<file path="config.mk">
export PLATFORM = sky130hd
export DESIGN_NAME = hnoc_out_arbiter_flat
export DESIGN_NICKNAME = d
export VERILOG_FILES = /design/src/rtl/hnoc_out_arbiter_if.sv /design/src/rtl/hnoc_out_arbiter.sv /design/src/flat_wrapper.sv
export SDC_FILE = /design/constraint.sdc
export NUM_CORES = 1
export LEC_CHECK = 0
export CAP_MARGIN = 30
export CORE_ASPECT_RATIO = 1.5
export CORE_MARGIN = 1
export CORE_UTILIZATION = 42
export CTS_CLUSTER_DIAMETER = 200
export CTS_CLUSTER_SIZE = 28
export DETAILED_ROUTE_END_ITERATION = 6
export GPL_ROUTABILITY_DRIVEN = 0
export PLACE_DENSITY = 0.86
export SLEW_MARGIN = 10
export SYNTH_ARGS = -nofsm -noshare
export SYNTH_HDL_FRONTEND = slang
export SYNTH_SLANG_ARGS = --single-unit
export TNS_END_PERCENT = 100
</file>
<file path="constraint.sdc">
create_clock -name i_sclk -period 4.6 [get_ports i_sclk]
set_input_delay 1.15 -clock i_sclk [delete_from_list [all_inputs] [get_ports i_sclk]]
set_output_delay 1.15 -clock i_sclk [all_outputs]
set_load 0.02 [all_outputs]
</file>
<file path="src/rtl/hnoc_out_arbiter_if.sv">
// hnoc_out_arbiter_if: bundles the two requester handshakes and the output
// link of one hnoc_out_arbiter. The arbiter binds to the slave modport and the
// surrounding switch (or a bench) binds to the master modport.
// Optional macro HNOC_ARB_STATS_EN adds the statistics counter outputs.
interface hnoc_out_arbiter_if #(
  parameter int DataWidth = 36,
  parameter int CntWidth  = 16
);
  // Requester A
  logic [DataWidth-1:0] i_data_a;
  logic                 i_data_valid_a;
  logic                 o_data_ready_a;
  // Requester B
  logic [DataWidth-1:0] i_data_b;
  logic                 i_data_valid_b;
  logic                 o_data_ready_b;
  // Output link
  logic [DataWidth-1:0] o_data;
  logic                 o_data_valid;
  logic                 i_data_ready;
`ifdef HNOC_ARB_STATS_EN
  logic [CntWidth-1:0]  o_grant_cnt_a;
  logic [CntWidth-1:0]  o_grant_cnt_b;
  logic [CntWidth-1:0]  o_conflict_cnt;

  modport slave (
    input  i_data_a, i_data_valid_a,
    output o_data_ready_a,
    input  i_data_b, i_data_valid_b,
    output o_data_ready_b,
    output o_data, o_data_valid,
    input  i_data_ready,
    output o_grant_cnt_a, o_grant_cnt_b, o_conflict_cnt
  );

  modport master (
    output i_data_a, i_data_valid_a,
    input  o_data_ready_a,
    output i_data_b, i_data_valid_b,
    input  o_data_ready_b,
    input  o_data, o_data_valid,
    output i_data_ready,
    input  o_grant_cnt_a, o_grant_cnt_b, o_conflict_cnt
  );
`else
  modport slave (
    input  i_data_a, i_data_valid_a,
    output o_data_ready_a,
    input  i_data_b, i_data_valid_b,
    output o_data_ready_b,
    output o_data, o_data_valid,
    input  i_data_ready
  );

  modport master (
    output i_data_a, i_data_valid_a,
    input  o_data_ready_a,
    output i_data_b, i_data_valid_b,
    input  o_data_ready_b,
    input  o_data, o_data_valid,
    output i_data_ready
  );
`endif
endinterface

</file>
<file path="src/rtl/hnoc_out_arbiter.sv">
// hnoc_out_arbiter: two-input round-robin arbiter feeding one registered
// output flit slot. Flits are opaque; the arbiter only orders, holds and
// forwards them. A drain and a load may happen in the same cycle, giving
// one flit per cycle under sustained traffic.
// Optional macro HNOC_ARB_STATS_EN adds saturating grant/conflict counters.
module hnoc_out_arbiter #(
  parameter int DataWidth = 36,
  parameter int AddrWidth = 4,
  parameter int CntWidth  = 16
) (
  input  logic                  i_sclk,
  input  logic                  i_reset,
  hnoc_out_arbiter_if.slave     bus
);

  // Round-robin pointer: which requester was served by the most recent load.
  typedef enum logic {
    LAST_A = 1'b0,
    LAST_B = 1'b1
  } last_grant_e;

  last_grant_e          last_q, last_d;
  logic [DataWidth-1:0] data_q, data_d;
  logic                 valid_q, valid_d;

  logic can_load;
  logic grant_a, grant_b;
  logic ready_a, ready_b;
  logic load;
  logic both_valid;

  // The address field sits inside the opaque flit and is never decoded.
  logic [AddrWidth-1:0] unused_addr;
  assign unused_addr = bus.i_data_a[AddrWidth-1:0];

  // Output slot can accept a flit when empty or draining this cycle.
  always_comb begin
    can_load   = ~valid_q | bus.i_data_ready;
    both_valid = bus.i_data_valid_a & bus.i_data_valid_b;
    grant_a    = bus.i_data_valid_a & (~bus.i_data_valid_b | (last_q == LAST_B));
    grant_b    = bus.i_data_valid_b & (~bus.i_data_valid_a | (last_q == LAST_A));
    ready_a    = can_load & grant_a;
    ready_b    = can_load & grant_b;
    load       = ready_a | ready_b;
  end

  assign bus.o_data_ready_a = ready_a;
  assign bus.o_data_ready_b = ready_b;
  assign bus.o_data         = data_q;
  assign bus.o_data_valid   = valid_q;

  // Pointer register: holds across idle and stalled cycles.
  always_ff @(posedge i_sclk or posedge i_reset) begin
    if (i_reset) begin
      last_q <= LAST_B;
    end else begin
      last_q <= last_d;
    end
  end

  // Pointer next state: moves only when a flit is actually loaded.
  always_comb begin
    last_d = last_q;
    if (ready_a) begin
      last_d = LAST_A;
    end else if (ready_b) begin
      last_d = LAST_B;
    end
  end

  // Output slot next state: load wins over drain so drain+load has no bubble.
  always_comb begin
    data_d  = data_q;
    valid_d = valid_q;
    if (load) begin
      data_d  = ready_a ? bus.i_data_a : bus.i_data_b;
      valid_d = 1'b1;
    end else if (bus.i_data_ready) begin
      valid_d = 1'b0;
    end
  end

  // Output slot register.
  always_ff @(posedge i_sclk or posedge i_reset) begin
    if (i_reset) begin
      data_q  <= '0;
      valid_q <= 1'b0;
    end else begin
      data_q  <= data_d;
      valid_q <= valid_d;
    end
  end

`ifdef HNOC_ARB_STATS_EN
  logic [CntWidth-1:0] cnt_a_q, cnt_a_d;
  logic [CntWidth-1:0] cnt_b_q, cnt_b_d;
  logic [CntWidth-1:0] cnt_c_q, cnt_c_d;

  // Saturating counter increments; counters stick at all-ones.
  always_comb begin
    cnt_a_d = cnt_a_q;
    cnt_b_d = cnt_b_q;
    cnt_c_d = cnt_c_q;
    if (ready_a && (cnt_a_q != '1)) begin
      cnt_a_d = cnt_a_q + 1'b1;
    end
    if (ready_b && (cnt_b_q != '1)) begin
      cnt_b_d = cnt_b_q + 1'b1;
    end
    if (load && both_valid && (cnt_c_q != '1)) begin
      cnt_c_d = cnt_c_q + 1'b1;
    end
  end

  // Statistics registers.
  always_ff @(posedge i_sclk or posedge i_reset) begin
    if (i_reset) begin
      cnt_a_q <= '0;
      cnt_b_q <= '0;
      cnt_c_q <= '0;
    end else begin
      cnt_a_q <= cnt_a_d;
      cnt_b_q <= cnt_b_d;
      cnt_c_q <= cnt_c_d;
    end
  end

  assign bus.o_grant_cnt_a  = cnt_a_q;
  assign bus.o_grant_cnt_b  = cnt_b_q;
  assign bus.o_conflict_cnt = cnt_c_q;
`else
  logic unused_both_valid;
  assign unused_both_valid = both_valid;
`endif

endmodule

</file>
<file path="src/flat_wrapper.sv">
// flat-port wrapper written by rule: the top's interface ports become plain ports
module hnoc_out_arbiter_flat 
#(
  parameter int DataWidth = 36,
  parameter int AddrWidth = 4,
  parameter int CntWidth  = 16
)
  (i_sclk, i_reset, bus_i_data_a, bus_i_data_valid_a, bus_o_data_ready_a, bus_i_data_b, bus_i_data_valid_b, bus_o_data_ready_b, bus_o_data, bus_o_data_valid, bus_i_data_ready);
  hnoc_out_arbiter_if #(.DataWidth(DataWidth), .CntWidth(CntWidth)) bus_i ();
  input  logic i_sclk;
  input  logic i_reset;
  input wire logic [$bits(bus_i.i_data_a)-1:0] bus_i_data_a;
  input wire logic [$bits(bus_i.i_data_valid_a)-1:0] bus_i_data_valid_a;
  output wire logic [$bits(bus_i.o_data_ready_a)-1:0] bus_o_data_ready_a;
  input wire logic [$bits(bus_i.i_data_b)-1:0] bus_i_data_b;
  input wire logic [$bits(bus_i.i_data_valid_b)-1:0] bus_i_data_valid_b;
  output wire logic [$bits(bus_i.o_data_ready_b)-1:0] bus_o_data_ready_b;
  output wire logic [$bits(bus_i.o_data)-1:0] bus_o_data;
  output wire logic [$bits(bus_i.o_data_valid)-1:0] bus_o_data_valid;
  input wire logic [$bits(bus_i.i_data_ready)-1:0] bus_i_data_ready;
  assign bus_i.i_data_a = bus_i_data_a;
  assign bus_i.i_data_valid_a = bus_i_data_valid_a;
  assign bus_o_data_ready_a = bus_i.o_data_ready_a;
  assign bus_i.i_data_b = bus_i_data_b;
  assign bus_i.i_data_valid_b = bus_i_data_valid_b;
  assign bus_o_data_ready_b = bus_i.o_data_ready_b;
  assign bus_o_data = bus_i.o_data;
  assign bus_o_data_valid = bus_i.o_data_valid;
  assign bus_i.i_data_ready = bus_i_data_ready;
  hnoc_out_arbiter #(.DataWidth(DataWidth), .AddrWidth(AddrWidth), .CntWidth(CntWidth)) u_core (.i_sclk(i_sclk), .i_reset(i_reset), .bus(bus_i));
endmodule
</file>
Word level (Yosys, flattened, before mapping). Cells that the tools add are included.

Div/mod/pow operators: 0. Reductions and logical operators: 2. $add $sub $neg: 0. Eq/ne operators: 0. Order comparisons: 0. Mux-type cells: 5. $mul: 0. Bitwise gates (word level): 12. Shift operators: 0.

Operators by type and width (number): $mux 36 (1); $and 1x1->1 (4); $mux 1 (4); $not 1->1 (4); $or 1x1->1 (4); $reduce_bool 2->1 (2).

Logic and storage cells: 22. Bits in writable memories: 0. Bits in registers: 38. Memory bits (read-only): 0. Input port bits: 77. Output and inout port bits: 39. Memories kept: 0. Latch bits: 0.

Depth between registers and ports, before layout.
Depth after elaboration: 6. Gate-level depth with buffers: 5. Gate-level depth less buffers: 3.

Least setup slack after synthesis. Ideal clock, no wire load.

Path kind: in2out. From: in bus_i_data_ready. To: out bus_o_data_ready_b. Cell stages on the path: 5. Arrival: 2.042 ns. Required time: 3.450 ns. Buffers on the path: 2. Setup slack: 1.408 ns. Cell sequence: nand2b_1 buf_2 clkbuf_1 nand2_1 a21oi_1.

Cells in the longest elaborated chain, start to end: 2.

Ends and longest elaborated chain: start: declaration (RTL line flat_wrapper.sv:20) `input wire logic [$bits(bus_i.i_data_ready)-1:0] bus_i_data_ready;`; $or 1x1->1 (RTL line hnoc_out_arbiter.sv:38) `can_load = ~valid_q | bus.i_data_ready;`; $and 1x1->1 (RTL line hnoc_out_arbiter.sv:43) `ready_b = can_load & grant_b;`; end: declaration (RTL line flat_wrapper.sv:17) `output wire logic [$bits(bus_i.o_data_ready_b)-1:0] bus_o_data_ready_b;`.

Every way passes these cells.

Worst setup path after layout. Ends and elaborated chain as after synthesis.

==> impl_results.md <==
* Slew @ Worst Pin at 0.723 ns
* First-pass GRT wire length at 9.92 mm
* Final setup violation count at 0
* Residual DRC at 0
* Root buffer selected by CTS: clkbuf_8
* Top cells by area, synth: dfrtp_1 (44%), a221o_1 (17%), and4_1 (15%)
* Syn_area_per_cell at 11.4 um^2
* WL/cell at 18.7 um
* DR vias at 2080
* Hold buffer count at cts at 0
* Commonest non-fill, non-tap cell in the layout: clkdlybuf4s50_1
* Pleak at 1.32 nW
* PostCTS Resize Cnt at 0
* Seq/Total Area, Yosys at 0.451
* Synth area leader: dfrtp_1
* Top cell type's share of synthesized area at 0.439
* Post-route minimum period at 4.01 ns
* Site row count at 31
* Slew headroom at 0.516
* Hpwl dp at 4.38 mm
* Top Family by Delay on Critical Path: buffers and inverters
* Critical path launch point: bus_i_data_ready
* Clock Pin Slew Worst Setup and Hold Paths at 0.08 ns
* Final Cycle Share at 0.873
* Most frequent cells in the layout: clkdlybuf4s50_1 (115), dfrtp_1 (37), nor3b_1 (36), and4_1 (36), a221o_1 (36)
* Hold Vio Cnt, Final at 0
* Ports at 116
* Area growth, synth to finish at 60.4%
* NumNets Final at 366
* Overflow after GRT at 0
* VDD IR-drop max at 0.189 mV
* Buf+Inv Stages, Crit Path at 2
* Mapped cell area at 2110 um^2
* Fin cells at 356
* Antenna diodes at 0
* Reg2Reg Setup Slack at 2.72 ns
* Placed cells at 348
* Core Region at 4810 um^2
* Cells after synthesis at 185
* H-tree levels at 2
* Crit. End Element: output port
* WHS at 0.517 ns
* Clock buffer depth at 2
* Maximum fanout along the worst path at 10
* Worst EP required at 3.45 ns
* Initial DRC Count at 145
* Max incr delay on CP at 0.62 ns
* Unrepaired setup endpoints after global routing: no
* Detail Route Antenna Nets at 0
* Height of the die at 88.8 um
* Max Slew Vio Count at 0
* Die Wd at 59.9 um
* Fmax at 0.249 GHz
* Total chip power at 0.00112 W
* Die area at 5320 um^2
* Largest net degree at the start of global routing at 39
* Critical path depth at 5
* Hold crit path type: reg2reg
* Final core area utilization at 0.703
* Via/cell ratio at 5.84
* Final WL at 6.64 mm
* Total Routing Usage GR at 0.248
* Clock Skew at 0.0100 ns
* #FFs+latches synth at 38
* Crit path to: bus_o_data_ready_b
* Clock sinks at 38
* Initial antenna violation count at 0
* CTS tree: yes
* Latest clock arrival within the worst-skew pair at 0.28 ns
* CTS Buf Count at 5
* Crit-path cells: clkdlybuf4s50_1, nand2b_1, nand2_1, a21oi_1, clkdlybuf4s50_1
* Synth cell types at 19
* Startpoint types: primary input
* Initial core utilization at 0.439
* Setup TNS at 0 ns
* Max_cap viols at 0
* Vias in the first global route at 1958
* Critical path class: in2out
* Synthesis Warnings at 0
* I/O Buffers at 115
* Crit path max-delay cell type: clkdlybuf4s50_1
* Layout cell share with drive strength beyond 1 at 0.0690
* Status: complete, no violations
* RR Startpoint: u_core.bus.o_data_valid
* Syn nets at 262
* Reg2reg end: u_core.bus.o_data[0]
* Most frequent CP cell: clkdlybuf4s50_1
* Setup repair bufs after CTS at 0
* Cells on worst reg2reg path at 4
* Critical path data arrival time at 2.86 ns
* DR pass1 iterations at 4
* PD cells at 331 nW/um^2
==> logic make-up (layout without fill, tap and decap cells) <==
| logic type | Yosys count | count (layout) | share of synthesized area |
|---|---|---|---|
| AND/OR/NAND/NOR | 79 | 79 | 0.301 |
| flip-flops | 38 | 38 | 0.451 |
| buffers and inverters | 28 | 133 | 0.0646 |
| AO/OA/AOI/OAI | 40 | 40 | 0.183 |
==> stage by stage <==
step | instance area, um^2 | setup WS [ns]
after floorplan | 2110 | 1.41
after global placement | 3280 | 0.646
after detailed placement | 3280 | 0.622
after CTS | 3380 | 0.599
after global routing | 3380 | 0.513
final | 3380 | 0.586
==> worst min path at each step <==
| stage | startpoint | end | slack [ns] | cells after the start |
|---|---|---|---|---|
| 2_1_floorplan | u_core.last_q | u_core.last_q | 0.51 | 2 |
| 3_3_place_gp | u_core.bus.o_data[17] | u_core.bus.o_data[17] | 0.49 | 1 |
| 3_5_place_dp | u_core.bus.o_data[31] | u_core.bus.o_data[31] | 0.50 | 1 |
| 4_1_cts | u_core.bus.o_data[4] | u_core.bus.o_data[4] | 0.52 | 1 |
| 5_1_grt | u_core.bus.o_data[24] | u_core.bus.o_data[24] | 0.53 | 1 |
| 6_report | u_core.bus.o_data[35] | u_core.bus.o_data[35] | 0.52 | 1 |
==> routing by layer <==
layer	wire (um)	global-route usage	share of wire
met4	130	0.0909	0.020
met5	0	0	0
met1	2910	0.340	0.44
met3	330	0.0351	0.050
met2	3280	0.393	0.49
==> cell type report <==
cell class | count | area [um^2]
flip-flops and latches | 38 | 952
repair buffers | 123 | 1210
inverters | 2 | 7.51
fillers | 379 | 1430
well taps | 66 | 82.6
clock buffers | 7 | 76.3
clock inverters | 1 | 30.0
multi-input cells | 119 | 1020
==> synthesized netlist by cell type (all sizes together) <==
| cell type | instances |
|---|---|
| dfrtp | 37 |
| a221o | 36 |
| and4 | 36 |
| nor3b | 36 |
| buf | 16 |
| clkbuf | 10 |
| a21oi | 2 |
| inv | 2 |
| nand2 | 2 |
| nand2b | 2 |
| a31oi | 1 |
| dfstp | 1 |
| nand3 | 1 |
| nor2 | 1 |
| nor2b | 1 |
| o21ai | 1 |
==> flip-flops by register name, summed over array words and instances (netlist names) <==
name                     flops
u_core.last_q                1
u_core.bus.o_data_valid      1
u_core.bus.o_data           36
==> power by group <==
group | switching [W] | internal (W) | total, W
logic | 0.000192 | 0.000225 | 0.000418
clock network | 0.000115 | 0.000162 | 0.000277
registers | 0.0000328 | 0.000393 | 0.000426
total | 0.000340 | 0.000781 | 0.00112
Note: power is estimated with default switching activity, not from simulation.
